## src/rtl/simple_merger_pkg.sv

```systemverilog
// Shared types and sizes for the 4-to-1 round-robin merger.
package simple_merger_pkg;

    localparam int NUM_PORTS  = 4;
    localparam int PORT_IDX_W = 2;

    typedef logic [PORT_IDX_W-1:0] port_idx_t;
    typedef logic [NUM_PORTS-1:0]  port_mask_t;

endpackage

```

## src/rtl/simple_merger_if.sv

```systemverilog
// Source and sink handshake bundle for simple_merger.
// The master side drives sources and the sink ready; the slave side is the merger.
interface simple_merger_if
    import simple_merger_pkg::*;
#(
    parameter int DATA_WIDTH = 32
);

    logic [DATA_WIDTH-1:0] din0;
    logic [DATA_WIDTH-1:0] din1;
    logic [DATA_WIDTH-1:0] din2;
    logic [DATA_WIDTH-1:0] din3;
    port_mask_t            din_valid;
    port_mask_t            din_ready;
    logic [DATA_WIDTH-1:0] dout;
    port_idx_t             dout_src;
    logic                  dout_valid;
    logic                  dout_ready;

    modport master (
        output din0, din1, din2, din3, din_valid, dout_ready,
        input  din_ready, dout, dout_src, dout_valid
    );

    modport slave (
        input  din0, din1, din2, din3, din_valid, dout_ready,
        output din_ready, dout, dout_src, dout_valid
    );

endinterface

```

## src/rtl/rr_arbiter4.sv

```systemverilog
// Combinational 4-way round-robin picker: searches ptr+1, ptr+2, ptr+3, ptr.
module rr_arbiter4
    import simple_merger_pkg::*;
(
    input  port_mask_t req,
    input  port_idx_t  ptr,
    output port_mask_t grant,
    output port_idx_t  grant_idx,
    output logic       any_grant
);

    always_comb begin
        port_idx_t cand;
        grant     = '0;
        grant_idx = ptr;
        any_grant = 1'b0;
        cand      = '0;
        for (int k = 1; k <= NUM_PORTS; k++) begin
            // k == NUM_PORTS wraps to an offset of zero, so ptr itself is searched last
            cand = ptr + port_idx_t'(k);
            if (!any_grant && req[cand]) begin
                grant[cand] = 1'b1;
                grant_idx   = cand;
                any_grant   = 1'b1;
            end
        end
    end

endmodule

```

## src/rtl/simple_merger.sv

```systemverilog
// 4-to-1 round-robin merger with a registered output stage.
// Optional per-source bursting is enabled by defining MERGER_BURST_EN.
module simple_merger
    import simple_merger_pkg::*;
#(
    parameter int DATA_WIDTH = 32
`ifdef MERGER_BURST_EN
    ,
    parameter int MAX_BURST  = 4
`endif
) (
    input  logic            clk,
    input  logic            resetn,
    simple_merger_if.slave  bus
);

    logic [DATA_WIDTH-1:0] dout_q;
    port_idx_t             dout_src_q;
    logic                  dout_valid_q;
    port_idx_t             ptr;
    port_idx_t             arb_ptr;
    port_mask_t            grant;
    port_idx_t             grant_idx;
    logic                  any_grant;
    logic                  load_en;
    logic                  xfer;
    logic [DATA_WIDTH-1:0] sel_data;

    assign load_en = !dout_valid_q || bus.dout_ready;
    // Gate with resetn so sources never see a grant while the block is held in reset
    assign xfer    = load_en && any_grant && resetn;

    rr_arbiter4 u_arb (
        .req       (bus.din_valid),
        .ptr       (arb_ptr),
        .grant     (grant),
        .grant_idx (grant_idx),
        .any_grant (any_grant)
    );

    always_comb begin
        sel_data = bus.din0;
        case (grant_idx)
            2'd0:    sel_data = bus.din0;
            2'd1:    sel_data = bus.din1;
            2'd2:    sel_data = bus.din2;
            default: sel_data = bus.din3;
        endcase
    end

    always_ff @(posedge clk or negedge resetn) begin
        if (!resetn) begin
            dout_q       <= '0;
            dout_src_q   <= '0;
            dout_valid_q <= 1'b0;
            ptr          <= 2'd3;
        end else if (load_en) begin
            if (any_grant) begin
                dout_q       <= sel_data;
                dout_src_q   <= grant_idx;
                dout_valid_q <= 1'b1;
                ptr          <= grant_idx;
            end else begin
                dout_valid_q <= 1'b0;
            end
        end
    end

`ifdef MERGER_BURST_EN
    logic [7:0] burst_cnt;
    logic       hold_prio;

    // Starting the search one below ptr puts the current burst owner first
    assign hold_prio = (burst_cnt != 8'd0) && (burst_cnt < 8'(MAX_BURST)) && bus.din_valid[ptr];
    assign arb_ptr   = hold_prio ? ptr - 2'd1 : ptr;

    always_ff @(posedge clk or negedge resetn) begin
        if (!resetn) begin
            burst_cnt <= '0;
        end else if (xfer) begin
            burst_cnt <= (hold_prio && grant_idx == ptr) ? burst_cnt + 8'd1 : 8'd1;
        end else if (!bus.din_valid[ptr]) begin
            burst_cnt <= '0;
        end
    end
`else
    assign arb_ptr = ptr;
`endif

    assign bus.din_ready  = xfer ? grant : '0;
    assign bus.dout       = dout_q;
    assign bus.dout_src   = dout_src_q;
    assign bus.dout_valid = dout_valid_q;

endmodule
```

## src/flat_wrapper.sv

```systemverilog
// flat-port wrapper written by rule: the top's interface ports become plain ports
module simple_merger_flat import simple_merger_pkg::*;
#(
    parameter int DATA_WIDTH = 32

)
  (clk, resetn, bus_din0, bus_din1, bus_din2, bus_din3, bus_din_valid, bus_dout_ready, bus_din_ready, bus_dout, bus_dout_src, bus_dout_valid);
  simple_merger_if #(.DATA_WIDTH(DATA_WIDTH)) bus_i ();
  input  logic clk;
  input  logic resetn;
  input wire logic [$bits(bus_i.din0)-1:0] bus_din0;
  input wire logic [$bits(bus_i.din1)-1:0] bus_din1;
  input wire logic [$bits(bus_i.din2)-1:0] bus_din2;
  input wire logic [$bits(bus_i.din3)-1:0] bus_din3;
  input wire logic [$bits(bus_i.din_valid)-1:0] bus_din_valid;
  input wire logic [$bits(bus_i.dout_ready)-1:0] bus_dout_ready;
  output wire logic [$bits(bus_i.din_ready)-1:0] bus_din_ready;
  output wire logic [$bits(bus_i.dout)-1:0] bus_dout;
  output wire logic [$bits(bus_i.dout_src)-1:0] bus_dout_src;
  output wire logic [$bits(bus_i.dout_valid)-1:0] bus_dout_valid;
  assign bus_i.din0 = bus_din0;
  assign bus_i.din1 = bus_din1;
  assign bus_i.din2 = bus_din2;
  assign bus_i.din3 = bus_din3;
  assign bus_i.din_valid = bus_din_valid;
  assign bus_i.dout_ready = bus_dout_ready;
  assign bus_din_ready = bus_i.din_ready;
  assign bus_dout = bus_i.dout;
  assign bus_dout_src = bus_i.dout_src;
  assign bus_dout_valid = bus_i.dout_valid;
  simple_merger #(.DATA_WIDTH(DATA_WIDTH)) u_core (.clk(clk), .resetn(resetn), .bus(bus_i));
endmodule
```

## config.mk

```make
export PLATFORM = sky130hd
export DESIGN_NAME = simple_merger_flat
export DESIGN_NICKNAME = d
export VERILOG_FILES = /design/src/rtl/simple_merger_pkg.sv /design/src/rtl/simple_merger_if.sv /design/src/rtl/rr_arbiter4.sv /design/src/rtl/simple_merger.sv /design/src/flat_wrapper.sv
export SDC_FILE = /design/constraint.sdc
export NUM_CORES = 1
export LEC_CHECK = 0
export BUFFER_PORTS_ARGS = -buffer_cell sky130_fd_sc_hd__buf_2
export CAP_MARGIN = 5
export CORE_MARGIN = 3
export CORE_UTILIZATION = 40
export DETAILED_ROUTE_END_ITERATION = 6
export MAX_ROUTING_LAYER = met4
export PLACE_DENSITY = 0.85
export SYNTH_ARGS = -nofsm -noshare
export SYNTH_HDL_FRONTEND = slang
export SYNTH_SLANG_ARGS = --single-unit
```

## constraint.sdc

```tcl
create_clock -name clk -period 2.75 [get_ports clk]
set_input_delay 0.55 -clock clk [delete_from_list [all_inputs] [get_ports clk]]
set_output_delay 0.55 -clock clk [all_outputs]
set_load 0.02 [all_outputs]
```

# Word-level counts from Yosys, hierarchy flattened
# Cells that the tools add are included.
# Widths: inputs -> output; s select.
classes:
  order_cmp: 8
  add_sub_neg: 3
  n_mux: 31
  reduce_logical: 16
  n_eq_ne: 2
  n_bitwise: 3
op_table:
  columns: ["op", "n"]
  rows:
  - ["$pmux 32 s3", 1]
  - ["$mux 4", 5]
  - ["$mux 1", 13]
  - ["$lt 2x3->1 const B", 4]
  - ["$or 4x4->4", 3]
  - ["$logic_and 1x1->1", 9]
  - ["$bmux 1 s2", 4]
  - ["$demux 1 s2", 4]
  - ["$ge 2x1->1 const B", 4]
  - ["$mux 2", 4]
  - ["$add 2x2->2 const B", 2]
  - ["$logic_not 1->1", 4]
  - ["$add 2x1->2 const B", 1]
  - ["$eq 2x1->1 const B", 1]
  - ["$eq 2x2->1 const B", 1]
  - ["$logic_not 2->1", 1]
  - ["$reduce_and 2->1", 1]
  - ["$logic_or 1x1->1", 1]
totals:
  regBits: 37
  output_inout_bits: 39
  wordCells: 67

# Longest topological paths before layout
# Gate-level depths: netlist (run 1).
depth:
  word_depth: 16
  ltp_mapped: 11
  depth_no_buf: 7

# Cells and area by module
# Synthesis (run 1) repeated with hierarchy kept, for this count alone.
hier_totals:
  cells_unflattened: 198
  hier_area_um2: 2851.5
by_module_without_submodules:
  columns: ["mod", "n_inst", "area_each_um2", "cells_each", "seq_area_each_um2"]
  rows:
  - ["simple_merger", 1, 2339.7, 127, 928.4]
  - ["rr_arbiter4", 1, 511.7, 71, 0.0]

# Worst setup path after synthesis (run 1)
# OpenSTA, ideal clock, no wires.
synth_path:
  path_kind: "reg-to-output"
  start: "register u_core.ptr[0] (netlist: u_core.arb_ptr[0])"
  end: "output port bus_din_ready[0]"
  n_path_buf: 2
  stages_incl_launch_ff: 10
  setup_slack_ps: -109
  arrival_ps: 2309
  path_cell_list: "dfstp_2 -> buf_2 -> inv_1 -> ha_1 -> buf_1 -> mux4_2 -> nand2b_1 -> o21ai_0 -> mux2i_1 -> a21oi_1"
synth_between:
  elab_chain_len: 16
  elab_cells_between_ends: 51
  classes_between: "add/sub: 3; order compare: 8; mux: 25; bitwise: 3; reduce/logical: 12"
synth_rtl:
  columns: ["element", "line_no", "source"]
  rows:
  - ["from (decl)", "simple_merger.sv:20", "port_idx_t ptr;"]
  - ["from (signal assigned)", "simple_merger.sv:62", "ptr <= grant_idx;"]
  - ["parallel branches: the longest is 15 deep, another holds $lt 2x3->1", null, null]
  - ["$mux 4 *", "simple_merger.sv:90", "assign bus.din_ready = xfer ? grant : '0;"]
  - ["to (decl)", "flat_wrapper.sv:17", "output wire logic [$bits(bus_i.din_ready)-1:0] bus_din_ready;"]
# Every way passes the cells marked *. The select of a mux whose other input is x is not followed.

# Final worst setup path (run 1)
layout_path:
  start: "register u_core.ptr[0] (netlist: u_core.arb_ptr[0])"
  end: "output port bus_din_ready[1]"
# Same word-level chain as after synthesis.

==> results of run 1 <==
cell type report:
type,instances,area (um^2),area share
flip-flops and latches,37,928,0.218
multi-input cells,227,1950,0.458
clock inverters,1,30.0,0.00704
well taps,99,124,0.0290
repair buffers,196,1120,0.262
inverters,7,26.3,0.00616
clock buffers,7,86.3,0.0202
stage by stage:
step | instances | cell area [um^2] | setup TNS [ns] | worst slack [ns] | util
floorplan | 297 | 3040 | 0 | 0.0442 | -
global placement | 559 | 4020 | 0 | 0.176 | 0.551
detailed placement | 559 | 4020 | 0 | 0.0879 | 0.551
CTS | 570 | 4210 | 0 | 0.00248 | 0.578
global route | 574 | 4270 | -0.214 | -0.0797 | 0.585
finish | 574 | 4270 | 0 | 0.0307 | 0.585
metal layers:
| metal | up-vias | wire (um) |
|---|---|---|
| met2 | 156 | 4720 |
| met5 | - | 0 |
| met1 | 1460 | 3540 |
| li1 | 1484 | - |
| met3 | 4 | 807 |
| met4 | 0 | 27 |
placed cells by master (no fill, tap or decap), types with 8 or more instances in the layout:
cell type	instances
nor3b_1	8
nand2_1	14
a221oi_2	25
dfrtp_1	35
o21ai_0	13
buf_4	18
mux2i_1	55
buf_2	169
nor2_1	28
nand2b_1	9
kinds of logic after synthesis:
logic type | Yosys count | share of synthesized area
AND/OR/NAND/NOR | 92 | 0.159
AO/OA/AOI/OAI | 68 | 0.223
adder cells (fa/ha/maj) | 8 | 0.0332
flip-flops | 37 | 0.308
buffers and inverters | 33 | 0.0729
multiplexers | 59 | 0.204
timing repair:
item                       in CTS  in global routing
gates resized for setup        14                  6
buffers inserted                4                  4
pin swaps                       3                  8
setup endpoints to repair       4                  4
synthesized netlist by cell type, drive strengths merged, types with 2 or more instances:
cell | count | area, um^2
dfstp | 2 | 52.6
nand3 | 7 | 35.0
o41ai | 7 | 61.3
o211a | 2 | 20.0
or3 | 2 | 12.5
a21oi | 7 | 38.8
mux2i | 56 | 561
a221oi | 26 | 384
nor3b | 9 | 67.6
mux4 | 2 | 45.0
nand2 | 15 | 58.8
buf | 20 | 171
nand2b | 10 | 62.6
clkbuf | 6 | 22.5
nand4 | 7 | 43.8
or3b | 2 | 17.5
dfrtp | 35 | 876
o21ai | 17 | 85.1
nor3 | 7 | 35.0
ha | 8 | 100
inv | 7 | 26.3
nor2 | 29 | 116
worst max-delay path: stages (launching register included):
cell and delay (ns):
dfstp_2 0.62, mux4_2 0.54, buf_4 0.17, nand2_1 0.07
o21ai_0 0.09, mux2i_1 0.17, a21oi_2 0.07, buf_4 0.16
state kept, by name (all words and copies together) (netlist names):
register	cells
u_core.arb_ptr	2
u_core.bus.dout_src	2
u_core.bus.dout	32
u_core.bus.dout_valid	1
worst paths after layout:
kind                                         from                endpoint  slack [ns]  depth (start not counted)
max                             u_core.arb_ptr[0]        bus_din_ready[1]        0.03                          7
min                                        resetn     u_core.bus.dout[19]        0.35                          2
max reg2reg                     u_core.arb_ptr[1]     u_core.bus.dout[30]        0.23                          9
min reg2reg                u_core.bus.dout_src[0]  u_core.bus.dout_src[0]        0.48                          2
max in group asynchronous                  resetn       u_core.arb_ptr[1]        2.04                          2
min in group clk           u_core.bus.dout_src[0]  u_core.bus.dout_src[0]        0.48                          2
power by group:
| group | internal, W | switching [W] | total (W) |
|---|---|---|---|
| sequential | 0.000825 | 0.000148 | 0.000973 |
| combinational | 0.00167 | 0.00208 | 0.00375 |
| clock | 0.000296 | 0.000186 | 0.000482 |
==> summary.md, run 1 <==
| Metric | Value |
|---|---|
| WS Path Type | reg2out |
| Final ANT Viol Nets | 0 |
| Hpwl dp | slightly below 7000 um |
| GPL Wtd Cong | roughly 0.86 |
| Syn_area_per_cell | about 10 um^2 |
| Core ar. | roughly 7300 um^2 |
| GR Util All Layers | 0.207 |
| Tot Pwr | approximately 0.0052 W |
| YS warnings | 0 |
| Slew @ Worst Pin | roughly 0.56 ns |
| Critical Path RT | 2.20 ns |
| Synth-to-Final Area Change | 41.3% |
| Synth Net Count | 440 |
| Die H | roughly 93 um |
| Final Hold Viols | 0 |
| RSZ-0062 raised after global routing | yes |
| Die W | slightly above 90 um |
| Hold_buf cts | 0 |
| Layout cell share with drive strength beyond 1 | 0.533 |
| Met2 usage | 0.364 |
| Cell Pwr Density | ~1200 nW/um^2 |
| Largest net degree at the start of global routing | 39 |
| Met1 Use GR | 0.248 |
| Async SR Flop Fraction | 1.00 |
| 1st-pass router iterations | 4 |
| CP startpoint kind | register |
| Nets | between 600 and 700 |
| Max Cap Viol | 0 |
| Shortest period the worst path allows | ~2.7 ns |
| FILL cells | ~630 |
| Finish-stage setup viols | 0 |
| Sequential share of the synthesized area | 0.308 |
| CTS max path bufs | 2 |
| Die Area | around 8600 um^2 |
| Element type at the critical path end | output port |
| Max Clk Rate | about 0.37 GHz |
| Min-Delay Path Class | in2async |
| Worst VDD drop | 618 uV |
| Gr busiest metal | met2 |
| Mapped Cells | ~300 |
| P_leak | approximately 2.1 nW |
| WL final | 9090 um |
| Worst Hold Slack | between 0.3 and 0.4 ns |
| IO Count | approximately 170 |
| Period utilization | 0.989 |
| Root buf cell | clkbuf_8 |
| Dominant synthesized flop cell | dfrtp_1 |
| Number of antenna violations at the first check in global routing | 0 |
| Worst path arrival time | between 2 and 2.5 ns |
| Vias per cell | roughly 5.4 |
| Vias in the first global route | 3,050 |
| Clock sink count | 37 |
| Seq cells post-synth | 37 |
| CP Max Fanout | 6 |
| First-pass GRT wire length | between 10,000 and 15,000 um |
| Clock transition at path regs | approximately 0.070 ns |
| Worst slew margin | 0.629 |
| Vias | 3,104 |
| Wire per inst | roughly 16 um |
| PortBufs | ~170 |
| Row cnt | 31 |
| H-tree depth | 2 |
| N_diodes | 0 |
| CTS tree | yes |
| Global route overflow | 0 |
| EDFF count, synth | 0 |
| CTS Buf Count | 5 |
| Outcome | completed |
| Cell Area, Synth | 3020 um^2 |
| Met3 usage | 0.0357 |
| Initial Util | 0.414 |
| Post-synthesis cell type count | 46 |
| Clk_skew | 0.00586 ns |
| Starting DRT DRC Count | around 120 |
| Post-route DRC | 0 |
| Count of pins over their slew limit | 0 |
| Latest clock arrival within the worst-skew pair | 0.28 ns |
(Power assumes the default switching activity.)
==> run 2: changes to the inputs <==
GPL_TIMING_DRIVEN = 0   (was default)
==> run 2 against run 1 <==
The flow now finishes with violations (setup timing). Worst hold slack better by 0.022 ns. Sequential cell count stayed put. Largest power group unchanged. Routed wire length up 6.9%. Clock skew up 0.0057 ns. Final area grew 0.91%. Total power rose by 2.8%. Sequential power down 1%. Critical path depth grew 1.
==> summary.md, run 2 (same netlist as run 1, synthesis figures left out) <==
| Metric | Value |
|---|---|
| Max Clk Rate | between 0.3 and 0.4 GHz |
| CP startpoint kind | register |
| Synth-to-Final Area Change | 42.6% |
| Die H | around 93 um |
| RSZ-0062 raised after global routing | yes |
| Hpwl dp | between 7000 and 8000 um |
| IO Count | roughly 170 |
| Commonest non-fill, non-tap cell in the layout | buf_2 |
| Final Util | 0.590 |
| Layout cell share with drive strength beyond 1 | 0.547 |
| Most frequent CP cell | buf_6 |
| Slew @ Worst Pin | roughly 0.87 ns |
| CTS Buf Count | 5 |
| Global route overflow | 0 |
| GPL Wtd Cong | 0.912 |
| Final Hold Viols | 0 |
| WS Path Type | reg2out |
| Worst path arrival time | between 2 and 2.5 ns |
| Commonest non-fill, non-tap cells in the layout | buf_2, mux2i_1, dfrtp_1 |
| CP Depth | 8 |
| Root buf cell | clkbuf_8 |
| Number of antenna violations at the first check in global routing | 0 |
| Largest net degree at the start of global routing | 39 |
| 1st-pass router iterations | 4 |
| Vias per cell | between 5 and 6 |
| Clk_skew | ~0.012 ns |
| Die Area | about 8600 um^2 |
| N_diodes | 0 |
| Max incr delay on CP | 0.48 ns |
| Outcome | complete, but fails checks |
| Count of pins over their slew limit | 0 |
| Critical path's top delay family | compound AO/OA/AOI/OAI gates |
| PortBufs | 173 |
| Row cnt | 31 |
| Min-Delay Path Class | in2async |
| Tot Pwr | 0.00535 W |
| R2R depth | 11 |
| CTS max path bufs | 2 |
| Worst Hold Slack | about 0.37 ns |
| Worst VDD drop | roughly 580 uV |
| Cell Pwr Density | about 1200 nW/um^2 |
| Max reg flops | 32 |
| P_leak | around 2.1 nW |
| Shortest period the worst path allows | 2.81 ns |
| WL final | around 9700 um |
| CTS tree | yes |
| First-pass GRT wire length | 15,000 um |
| Starting DRT DRC Count | between 100 and 150 |
| Core ar. | roughly 7300 um^2 |
| Crit-path cells | buf_6 -> buf_4 -> or3b_2 -> a211oi_2 -> o31a_1 -> nand2_1 -> a21oi_2 -> buf_6 |
| Die W | approximately 93 um |
| Critical-path top delay cell | or3b_2 |
| Period utilization | 1.02 |
| GR Util All Layers | 0.221 |
| Final ANT Viol Nets | 0 |
| H-tree depth | 2 |
| Worst slew margin | 0.419 |
| Element type at the critical path end | output port |
| Crit path buffers/inverters | 3 |
| Critical Path RT | roughly 2.2 ns |
| Vias | between 3,000 and 4,000 |
| Post-route DRC | 0 |
| Nets | between 600 and 700 |
| Clock sink count | 37 |
| Vias in the first global route | ~3,200 |
| Clock transition at path regs | roughly 0.08 ns |
| Max Cap Viol | 0 |
| FILL cells | 658 |
| Wire per inst | approximately 17 um |
| Latest clock arrival within the worst-skew pair | 0.29 ns |
| Worst setup margin | -0.0554 ns |
| Finish-stage setup viols | 4 |
| CP Max Fanout | 9 |
| Initial Util | 0.414 |
| Failing checks | setup timing |
==> run 2: cell count changes in the layout (fill, tap and decap cells not counted), sizes merged <==
cell / delta
bufinv: -1
clkinvlp: +1
buf: +5
clkbuf: +5
clkinv: +2
inv: -1
==> run 2: worst reg2reg max path: stages (launching register included) <==
cell and delay, ns:
dfstp_2 0.54, buf_6 0.11, clkinvlp_4 0.11, ha_4 0.30, buf_4 0.13, inv_1 0.04, a221oi_1 0.26, o221ai_2 0.14
buf_6 0.19, buf_2 0.19, o41ai_1 0.39, nor3b_1 0.09
==> run 2: repair_timing <==
action | CTS | global route
buffers inserted | 9 | 1
resized for setup | 27 | 11
pin swaps | 5 | 8
hold buffers | 0 | 0
endpoints found under the hold margin | 0 | 0
endpoints found under the setup margin | 38 | 12
==> run 2: routing by layer <==
layer	share of wire	wire length, um	track usage	vias up
met2	0.51	4950	0.388	154
met3	0.074	724	0.0463	12
li1	-	-	-	1504
met5	0	0	-	-
met1	0.41	3940	0.258	1479
met4	0.012	113	0.0562	0
==> run 2: per-stage QoR <==
stage                     area, um^2  instances  setup WS, ns  TNS, ns
final                           4310        585       -0.0554   -0.189
after global routing            4310        585        -0.182   -0.654
after CTS                       4270        585        -0.106   -0.379
after detailed placement        4030        569        -0.537    -8.15
after global placement          4030        569        -0.483    -5.20
after floorplan                 3040        297        0.0442        0
==> run 2: final cells by class <==
type,instances,area (um^2),share of cell area
Clock inverter,2,13.8,0.00320
Clock buffer,6,82.6,0.0192
Tap cell,99,124,0.0288
Timing Repair Buffer,183,970,0.225
Sequential cell,37,928,0.216
Buffer,24,206,0.0480
Inverter,7,30.0,0.00697
Multi-Input combinational cell,227,1950,0.453
==> run 2: worst paths after layout <==
check	from	endpoint	slack [ns]
max	u_core.arb_ptr[1]	bus_din_ready[1]	-0.06
min in group clk	u_core.bus.dout_src[0]	u_core.bus.dout_src[0]	0.50
min reg2reg	u_core.bus.dout_src[0]	u_core.bus.dout_src[0]	0.50
max in group asynchronous	resetn	u_core.bus.dout[1]	1.82
min	resetn	u_core.bus.dout[21]	0.37
max reg2reg	u_core.arb_ptr[0]	u_core.bus.dout[30]	0.14
==> run 2: power by group <==
group / internal, W / switching (W) / total [W]
Clock: 0.000203 / 0.000201 / 0.000404
Sequential: 0.000824 / 0.000135 / 0.000959
Combinational: 0.00179 / 0.00220 / 0.00399
==> run 3: changes to the inputs <==
clock period = 2.5 ns   (was 2.75 ns; I/O delays follow)
==> run 3 against run 2 <==
The flow still finishes with violations (setup timing). Global-route usage grew 2.2 points. Sequential power up 12%. Sequential share of layout area is 1.5 points lower. Total power rose by 31%. Via count increased by 3.4%. Routed wire length up 12%. Cell count up 1.5%. Register-to-register slack worse by 0.32 ns. Combinational power is 33% higher. Critical path type unchanged. Largest power group unchanged.
==> summary.md, run 3 (same netlist as run 1, synthesis figures left out) <==
| Metric | Value |
|---|---|
| Row cnt | 31 |
| H-tree depth | 2 |
| Met1 Use GR | 0.277 |
| Worst Hold Slack | 0.326 ns |
| Critical Path RT | about 2.0 ns |
| Global route overflow | 0 |
| Number of antenna violations at the first check in global routing | 0 |
| IO Count | between 150 and 200 |
| Element type at the critical path end | output port |
| Outcome | complete, but fails checks |
| Layout cell share with drive strength beyond 1 | 0.582 |
| Setup TNS | -4.85 ns |
| FILL cells | between 600 and 700 |
| Post-placement cell area | 4040 um^2 |
| Area of the multi-input gates | 2090 um^2 |
| Max Cap Viol | 0 |
| Count of pins over their slew limit | 0 |
| Worst setup margin | -0.341 ns |
| Final Cell Area | between 4000 and 5000 um^2 |
| Worst VDD drop | around 760 uV |
| CTS Buf Count | 5 |
| Vias | between 3,000 and 4,000 |
| Vias in the first global route | roughly 3,300 |
| Synth-to-Final Area Change | 53.5% |
| Clk_skew | roughly 0.0074 ns |
| Register area | 928 um^2 |
| Nets | about 640 |
| Slew @ Worst Pin | approximately 0.88 ns |
| Gr busiest metal | met2 |
| Cell Pwr Density | between 1500 and 2000 nW/um^2 |
| 1st-pass router iterations | 4 |
| WL final | between 10,000 and 15,000 um |
| Die H | approximately 93 um |
| Commonest non-fill, non-tap cells in the layout | buf_2, mux2i_1, dfrtp_1 |
| CP startpoint kind | register |
| P_leak | roughly 2.3 nW |
| Max reg flops | 32 |
| Placed Cells | 569 |
| Period utilization | 1.14 |
| Failing checks | setup timing |
| First-pass GRT wire length | 16,200 um |
| Post-route DRC | 0 |
| Latest clock arrival within the worst-skew pair | around 0.29 ns |
| Final Hold Viols | 0 |
| GPL Wtd Cong | 0.814 |
| CTS tree | yes |
| Shortest period the worst path allows | roughly 2.8 ns |
| Starting DRT DRC Count | just under 90 |
| Die W | approximately 93 um |
| N_diodes | 0 |
| Wire per inst | 18.3 um |
| Commonest non-fill, non-tap cell in the layout | buf_2 |
| PortBufs | approximately 170 |
| Clock sink count | 37 |
| Largest net degree at the start of global routing | 39 |
| CP Max Fanout | 6 |
| Finish-stage setup viols | 36 |
| Final ANT Viol Nets | 0 |
| Vias per cell | roughly 5.5 |
| Clock transition at path regs | 0.08 ns |
| GR Util All Layers | 0.243 |
| Final std cells w/o fill | around 590 |
| Met2 usage | 0.449 |
| Met3 usage | 0.0406 |
| WS Path Type | reg2out |
| Die Area | 8630 um^2 |
| Core ar. | roughly 7300 um^2 |
| CTS max path bufs | 2 |
| Root buf cell | clkbuf_8 |
| Hpwl dp | just under 8000 um |
| Worst slew margin | 0.413 |
| Worst path arrival time | 2.34 ns |
| Hold_buf cts | 0 |
| Initial Util | 0.414 |
| RSZ-0062 raised after global routing | yes |
| Min-Delay Path Class | in2async |
| Max Clk Rate | about 0.35 GHz |
==> run 3: final timing paths <==
check / startpoint / endpoint / slack, ns / cells past startpoint
hold / removal: resetn / u_core.bus.dout[18] / 0.33 / 1
setup / recovery: u_core.arb_ptr[0] / bus_din_ready[1] / -0.34 / 10
max in group asynchronous: resetn / u_core.bus.dout[0] / 1.62 / 1
setup reg to reg: u_core.arb_ptr[0] / u_core.bus.dout[19] / -0.18 / 13
hold reg to reg: u_core.bus.dout_src[0] / u_core.bus.dout_src[0] / 0.49 / 2
min in group clk: u_core.bus.dout_src[0] / u_core.bus.dout_src[0] / 0.49 / 2
==> run 3: area by class of cell <==
type | count | area share
clock inverters | 3 | 0.0140
well taps | 99 | 0.0267
clock buffers | 5 | 0.0148
repair buffers | 190 | 0.236
multi-input cells | 227 | 0.451
flip-flops and latches | 37 | 0.200
inverters | 7 | 0.00675
plain buffers | 26 | 0.0499
==> run 3: stage by stage <==
stage | power [W] | setup slack (ns) | utilization
finish | 0.00699 | -0.341 | 0.636
global route | 0.00738 | -0.402 | 0.636
CTS | 0.00679 | -0.277 | 0.623
detailed placement | 0.00520 | -0.709 | 0.554
global placement | 0.00507 | -0.634 | 0.554
floorplan | 0.00418 | -0.0125 | -
==> run 3: worst max-delay path, stage by stage (launching register included) <==
cell      delay, ns
dfstp_2        0.55
buf_6          0.11
inv_4          0.06
ha_4           0.26
buf_6          0.09
mux4_2         0.33
nand2b_4       0.13
o21ai_2        0.08
mux2i_2        0.22
a21oi_2        0.09
buf_6          0.14
==> run 3: metal layers <==
layer  vias to the layer above  share of wire
met5                         -              0
met4                         0          0.014
met3                        13          0.068
met2                       163           0.53
met1                      1546           0.38
li1                       1534              -
==> run 3: where the power goes <==
| part | internal, W | switching, W |
|---|---|---|
| registers | 0.000907 | 0.000158 |
| clock network | 0.000397 | 0.000225 |
| logic | 0.00259 | 0.00271 |
| total | 0.00389 | 0.00310 |
==> run 3: repair_timing <==
item,CTS,global route
buffers inserted,12,1
gates resized for setup,43,17
pin swaps,29,4
cloned,4,0
setup endpoints to repair,38,37
